`src/rtl/ac_avalon_master.sv`:
```
// rtl/ac_avalon_master.sv - Avalon-MM master for the audio codec: init/readback sequence, then host command bridge.
// All outputs are registered; the state register names the bus phase visible in the current cycle.
module ac_avalon_master #(
  parameter int unsigned INIT_SRC_L = 4,
  parameter int unsigned INIT_SRC_R = 4,
  parameter logic [15:0] INIT_FRQ_L = 16'h0400,
  parameter logic [15:0] INIT_FRQ_R = 16'h0800,
  parameter bit          INIT_EN    = 1'b1,
  parameter bit          INIT_MUTE  = 1'b0
) (
  input  logic        clk,
  input  logic        reset,
  output logic [1:0]  mAdr,
  output logic        mWr,
  output logic [15:0] mWrData,
  output logic        mRd,
  input  logic [15:0] mRdData,
  input  logic        cmdValid,
  output logic        cmdReady,
  input  logic        cmdWr,
  input  logic [1:0]  cmdAdr,
  input  logic [15:0] cmdData,
  output logic        rspValid,
  output logic [15:0] rspData,
  output logic        initDone,
  output logic        initErr
);

  localparam logic [2:0]  SRC_L     = INIT_SRC_L[2:0];
  localparam logic [2:0]  SRC_R     = INIT_SRC_R[2:0];
  localparam logic [15:0] ADR1_VAL  = {9'b0, SRC_R, 1'b0, SRC_L};
  localparam logic [15:0] ADR0_VAL  = {INIT_EN, INIT_MUTE, 14'b0};
  localparam logic [2:0]  LAST_STEP = 3'd4;

  typedef enum logic [2:0] {
    INIT_WR, INIT_RD, INIT_WAIT, READY, CMD_WR, CMD_RD, CMD_WAIT, CMD_RSP
  } state_t;

  state_t     state;
  logic [2:0] step;

  // Step 0 is the soft reset; steps 1..4 are the configuration writes that get read back.
  function automatic logic [15:0] init_data(input logic [2:0] s);
    case (s)
      3'd0:    return 16'h0001;
      3'd1:    return ADR1_VAL;
      3'd2:    return INIT_FRQ_L;
      3'd3:    return INIT_FRQ_R;
      default: return ADR0_VAL;
    endcase
  endfunction

  function automatic logic [1:0] init_adr(input logic [2:0] s);
    return (s == LAST_STEP) ? 2'd0 : s[1:0];
  endfunction

  always_ff @(posedge clk) begin
    if (reset) begin
      state    <= INIT_WR;
      step     <= 3'd0;
      mAdr     <= 2'd0;
      mWr      <= 1'b0;
      mWrData  <= 16'h0000;
      mRd      <= 1'b0;
      cmdReady <= 1'b0;
      rspValid <= 1'b0;
      rspData  <= 16'h0000;
      initDone <= 1'b0;
      initErr  <= 1'b0;
    end else begin
      case (state)
        INIT_WR: begin
          // mWr is low only on the very first cycle out of reset.
          if (!mWr) begin
            mWr     <= 1'b1;
            mAdr    <= init_adr(3'd0);
            mWrData <= init_data(3'd0);
          end else if (step != LAST_STEP) begin
            step    <= step + 3'd1;
            mAdr    <= init_adr(step + 3'd1);
            mWrData <= init_data(step + 3'd1);
          end else begin
            mWr   <= 1'b0;
            mRd   <= 1'b1;
            step  <= 3'd1;
            mAdr  <= init_adr(3'd1);
            state <= INIT_RD;
          end
        end
        INIT_RD: begin
          mRd   <= 1'b0;
          state <= INIT_WAIT;
        end
        INIT_WAIT: begin
          if (mRdData != init_data(step)) initErr <= 1'b1;
          if (step == LAST_STEP) begin
            initDone <= 1'b1;
            cmdReady <= 1'b1;
            state    <= READY;
          end else begin
            step  <= step + 3'd1;
            mRd   <= 1'b1;
            mAdr  <= init_adr(step + 3'd1);
            state <= INIT_RD;
          end
        end
        READY, CMD_RSP: begin
          // The response cycle also accepts, giving back-to-back commands.
          rspValid <= 1'b0;
          rspData  <= 16'h0000;
          if (cmdValid) begin
            cmdReady <= 1'b0;
            mAdr     <= cmdAdr;
            if (cmdWr) begin
              mWr     <= 1'b1;
              mWrData <= cmdData;
              state   <= CMD_WR;
            end else begin
              mRd   <= 1'b1;
              state <= CMD_RD;
            end
          end else begin
            state <= READY;
          end
        end
        CMD_WR: begin
          mWr      <= 1'b0;
          rspValid <= 1'b1;
          rspData  <= 16'h0000;
          cmdReady <= 1'b1;
          state    <= CMD_RSP;
        end
        CMD_RD: begin
          mRd   <= 1'b0;
          state <= CMD_WAIT;
        end
        CMD_WAIT: begin
          rspValid <= 1'b1;
          rspData  <= mRdData;
          cmdReady <= 1'b1;
          state    <= CMD_RSP;
        end
        default: state <= INIT_WR;
      endcase
    end
  end

endmodule

```
`config.mk`:
```
export PLATFORM = sky130hd
export DESIGN_NAME = ac_avalon_master
export DESIGN_NICKNAME = d
export VERILOG_FILES = /design/src/rtl/ac_avalon_master.sv
export SDC_FILE = /design/constraint.sdc
export NUM_CORES = 1
export LEC_CHECK = 0
export CORE_MARGIN = 3
export CORE_UTILIZATION = 49
export DETAILED_ROUTE_END_ITERATION = 8
export GPL_TIMING_DRIVEN = 0
export PLACE_DENSITY_LB_ADDON = 0.05
export SKIP_CTS_REPAIR_TIMING = 1
export SLEW_MARGIN = 20
export SYNTH_ARGS = -nofsm -noshare
export SYNTH_HDL_FRONTEND = slang
export SYNTH_SLANG_ARGS = --single-unit
```
`constraint.sdc`:
```
create_clock -name clk -period 3.4 [get_ports clk]
set_clock_uncertainty 0.1 [all_clocks]
set_input_delay 0.68 -clock clk [delete_from_list [all_inputs] [get_ports clk]]
set_output_delay 0.68 -clock clk [all_outputs]
set_load 0.02 [all_outputs]
```
After elaboration in Yosys (flattened, before gate mapping)
Cells that the tools add are included.

word-level totals
  bits of input ports = 38
  register bits = 46

operators by class
  equal/unequal tests = 25
  $add $sub $neg = 1
  mux-type cells = 41
  reductions and logical operators = 24

operators with widths
  operator                                        number
  one-hot mux 16 bit (4 select lines)             2
  two-way mux 16 bit                              6
  one-hot mux 16 bit (2 select lines)             2
  == test 3 x 2 -> 1 bit (second input constant)  6
  == test 3 bit (second input constant)           6
  two-way mux 3 bit                               6
  one-hot mux 3 bit (6 select lines)              1
  != test 16 bit                                  1
  != test 2 bit (second input constant)           7
  two-way mux 1 bit                               12
  two-way mux 2 bit                               6
  AND reduction 3 bit                             4
  == test 3 x 1 -> 1 bit (second input constant)  3
  zero test 3 bit                                 3
  nonzero test 3 bit                              3
  nonzero test 2 bit                              4
  != test 3 bit (second input constant)           2
  one-hot mux 1 bit (3 select lines)              2
  one-hot mux 2 bit (3 select lines)              1
  one-hot mux 3 bit (2 select lines)              1
  AND reduction 2 bit                             3
  AND reduction 6 bit                             1
  OR reduction 2 bit                              3
  one-hot mux 1 bit (4 select lines)              1
  other kinds (5)                                 5

Longest topological paths before layout
  depth after elaboration = 6
  gate-level depth with buffers = 7

Least setup slack after synthesis
Ideal clock, no wire load.

  path kind = reg-to-reg
  start point = register step[0]
  end point = register mAdr[1]
  buffers on the path = 0
  data required time = 3.209 ns
  stages on the path, launching flop included = 7
  library setup time = 0.091 ns
  period minus slack after synthesis = 1.791 ns
  data arrival time = 1.600 ns
  slack = 1.609 ns
  cell sequence = dfxtp_1 inv_1 ha_1 and3_1 o31ai_1 nor2_1 a311oi_1

between the ends
  cells in the longest elaborated chain, start to end = 6
  elaborated cells on any way between the ends = 11
  those cells by class = 1 x add/sub; 4 x eq/ne; 5 x mux; 1 x reduce/logical

RTL lines
  element                             line     source
  from (decl)                         40       logic [2:0] step;
  from (signal assigned)              79       step <= step + 3'd1;
  from (signal assigned)              101      step <= step + 3'd1;
  adder 3 x 1 -> 3 bit                80, 103
  == test 3 bit                       54       return (s == LAST_STEP) ? 2'd0 : s[1:0];
  two-way mux 2 bit                   54
  two-way mux 2 bit                   78       end else if (step != LAST_STEP) begin
  two-way mux 2 bit                   74       if (!mWr) begin
  one-hot mux 2 bit (3 select lines)  71       case (state)
  to (signal assigned)                76       mAdr <= init_adr(3'd0);
  to (signal assigned)                80       mAdr <= init_adr(step + 3'd1);
  to (signal assigned)                86       mAdr <= init_adr(3'd1);
  to (decl)                           13       output logic [1:0] mAdr,

Several ways; a longest one is shown, not always the timed one. The select of a mux whose other input is x is not followed.
A chain may end at the register's enable or synchronous reset.

Final worst setup path
  start point = register mWr
  end point = output mWr

RTL lines
  element                 line  source
  from (decl)             14    output logic mWr,
  from (signal assigned)  62    mWr <= 1'b0;
  from (signal assigned)  75    mWr <= 1'b1;
  from (signal assigned)  83    mWr <= 1'b0;

No word-level cell between the ends.

==> summary.md <==
| Metric | Value |
|---|---|
| Syn Nets | `332` |
| Most frequent cell after synthesis | `dfxtp_1` |
| Hold Path Cell Cnt | `2` |
| Worst VDD drop | `205 uV` |
| Net Sw Power | `roughly 0.32 mW` |
| Slowest stage cell, crit path | `clkdlybuf4s50_1` |
| Fin nets | `415` |
| Core Region | `4470 um^2` |
| FF+latch count, synth | `46` |
| Combinational power share | `0.178` |
| Yosys cell types | `40` |
| Internal Power | `0.884 mW` |
| Top delay family on crit path | `buffers and inverters` |
| Clk buf depth | `2` |
| Max Clk Rate | `between 0.4 and 0.5 GHz` |
| Crit Path Category | `flop to primary output` |
| Ports | `78` |
| Final Worst Setup Slack | `1.13 ns` |
| Post-synthesis mux area share | `0.00429` |
| Initial core utilization | `0.521` |
| Min-delay src | `mWrData[12]` |
| Synth async-reset ratio | `0` |
| Hold WS | `between 0.3 and 0.4 ns` |
| Die X | `75.0 um` |
| Data required time of the critical path | `2.62 ns` |
| Final HPWL DP | `approximately 4700 um` |
| Number of setup violations in the final report | `0` |
| Final setup TNS | `0 ns` |
| R2r startpoint | `step[0]` |
| Worst Setup SP | `mWr` |
| Drt initial violations | `slightly below 200` |
| Clock network fraction of design power | `0.346` |
| Largest net degree at the start of global routing | `16` |
| Vias in the first global route | `between 2000 and 2500` |
| RSZ-0062 raised after global routing | `no` |
| Simple-Gate Fraction of Synth Area | `0.258` |
| Antenna Violating Nets Remaining | `0` |
| Clock Tree Root | `clkbuf_8` |
| Area leader, netlist | `dfxtp_1` |
| Routed wire per std cell | `~15 um` |
| Top_reg_cell synth | `dfxtp_1` |
| Core Util, Final | `0.731` |
| Hold worst-path end | `mWrData[12]` |
| CP Max Fanout | `9` |
| Min-Delay Path Class | `flop to flop` |
| Final Hold Viols | `0` |
| Post-Synthesis Cells | `287` |
| Vias | `2402` |
| Die area | `5620 um^2` |
| Tightest Pin Transition | `0.787 ns` |
| DRT Pass-1 Iters | `4` |
| Crit share post-route | `0.669` |
| Yosys warns | `0` |
| Mapped Avg Cell Area | `8.12 um^2` |
| Reg2reg path depth | `6` |
| CP Cell Sequence | `clkdlybuf4s50_1` |
| Worst r2r dst | `mAdr[0]` |
| Leakage | `approximately 1.2 nW` |
| Slew headroom | `0.471` |
| Sequential share of the synthesized area | `0.395` |
| Worst EP arrival | `1.49 ns` |
| Top-area cell type share of the netlist area | `0.395` |
| Gp weighted congestion | `0.892` |
| Max-slew violations | `0` |
| Worst Setup Start Kind | `flop` |
| Via density | `5.68` |
| Synth Area in Adders | `0.0376` |
| Die H | `75.0 um` |
| Sink Count | `46` |
| Share of cells above drive strength 1 | `0.0620` |
| Status | `completed` |
| Port buffer count | `76` |
| Largest family of logic cells by synthesized area | `simple AND/OR/NAND/NOR gates` |
| Synthesis-to-finish area growth | `40.3%` |
| Setup crit end kind | `primary output` |
| Synth area leaders | `dfxtp_1 (40%), a21oi_1 (6.9%), a2bb2oi_1 (6.0%)` |
| Cell Area, Synth | `2330 um^2` |
| Xor-xnor portion of the synthesized cell area | `0.0113` |
| EDFF count, synth | `0` |
| Sw Ratio | `0.266` |
| Post-synthesis compound-gate area fraction | `0.233` |
| Row cnt | `24` |
| Worst Path Buf+Inv | `1` |
| Reg2reg setup slack | `1.15 ns` |
| Commonest cells post-synth | `dfxtp_1 (46), nor2_1 (35), a21oi_1 (32)` |
| GR Util All Layers | `0.241` |
| Fillcell total | `~380` |
| Total routed wirelength | `6450 um` |
| Power per cell area | `about 370 nW/um^2` |
| Antenna cells | `0` |
| Period minus WS final | `2.27 ns` |
| Reg power frac | `0.476` |
| Worst-skew pair later-pin latency | `approximately 0.30 ns` |
| CTS tree | `done` |
| Grt ovf | `0` |
| H-Tree Depth | `2` |
| First-pass GRT wire length | `10600 um` |
| Max stage delay on crit path | `0.67 ns` |
| Power, Total | `1.20 mW` |
| Dpl ws | `1.12 ns` |
| Initial antenna violation count | `0` |
| Max Cap Viol | `0` |
| CTS buffer count | `5` |
| DRC | `0` |
| Clock-pin slew on the worst setup and hold paths | `roughly 0.09 ns` |
## placed cells by master (no fill, tap or decap), types with 2 or more instances in the layout
cell type / instances
a311oi_1: 7
clkbuf_8: 5
nand4_1: 5
xnor2_1: 2
a221oi_1: 2
buf_2: 6
a31oi_1: 4
nor4_1: 4
buf_6: 3
o21bai_1: 2
a211oi_1: 3
nand2_1: 25
nor2_1: 35
and2_1: 3
o211ai_1: 2
dfxtp_1: 46
a21oi_1: 32
and3_1: 3
nor3_1: 5
nand2b_1: 4
clkbuf_1: 11
nor2b_1: 18
nand3_1: 14
o21ai_0: 5
ha_1: 7
clkinvlp_4: 2
buf_1: 3
a2bb2oi_1: 16
inv_1: 7
clkdlybuf4s50_1: 76
## cell type report
type / instances / area [um^2] / share of cell area
Buffer: 23 / 116 / 0.0356
Inverter: 7 / 26.3 / 0.00803
Clock buffer: 5 / 68.8 / 0.0210
Sequential cell: 46 / 921 / 0.282
Timing Repair Buffer: 76 / 761 / 0.233
Clock inverter: 3 / 45.0 / 0.0138
Tap cell: 52 / 65.1 / 0.0199
Multi-Input combinational cell: 211 / 1270 / 0.388
## kinds of logic (layout without fill, tap and decap cells)
kind of cell	after synthesis	after routing
simple gates	122	122
xor+xnor	3	3
buf+inv	30	114
flops	46	46
compound gates	78	78
mux	1	1
fa+ha+maj	7	7
## through the flow
step	instances	area, um^2
after floorplan	287	2330
after global placement	415	3160
after detailed placement	415	3160
after CTS	423	3270
after global routing	423	3270
final	423	3270
## worst max-delay path by stage
stage | end | slack, ns | cells after the start
6_report | mWr | 1.13 | 1
5_1_grt | mAdr[0] | 1.06 | 6
4_1_cts | mWr | 1.13 | 1
3_5_place_dp | mWrData[14] | 1.12 | 5
3_3_place_gp | mWrData[1] | 1.18 | 5
2_1_floorplan | mAdr[1] | 1.61 | 6
## flip-flops by register name (all words and copies together) (netlist names), 2 cells and up
| name | cells |
|---|---|
| rspData | 16 |
| mWrData | 16 |
| mAdr | 2 |
| state | 3 |
| step | 3 |
## routing by layer
metal / vias up / part of all wire / GRT usage
li1: 1184 / - / -
met1: 1122 / 0.45 / 0.319
met2: 85 / 0.47 / 0.392
met3: 11 / 0.067 / 0.0467
met4: 0 / 0.014 / 0.0870
met5: - / 0 / 0
## power by group through the flow
stage	clock network (mW)	logic, mW	registers, mW
floorplan	0	0.0928	0.601
global placement	0	0.210	0.584
detailed placement	0	0.213	0.585
CTS	0.422	0.214	0.573
global route	0.442	0.232	0.576
finish	0.416	0.215	0.573
(Power assumes the default switching activity.)
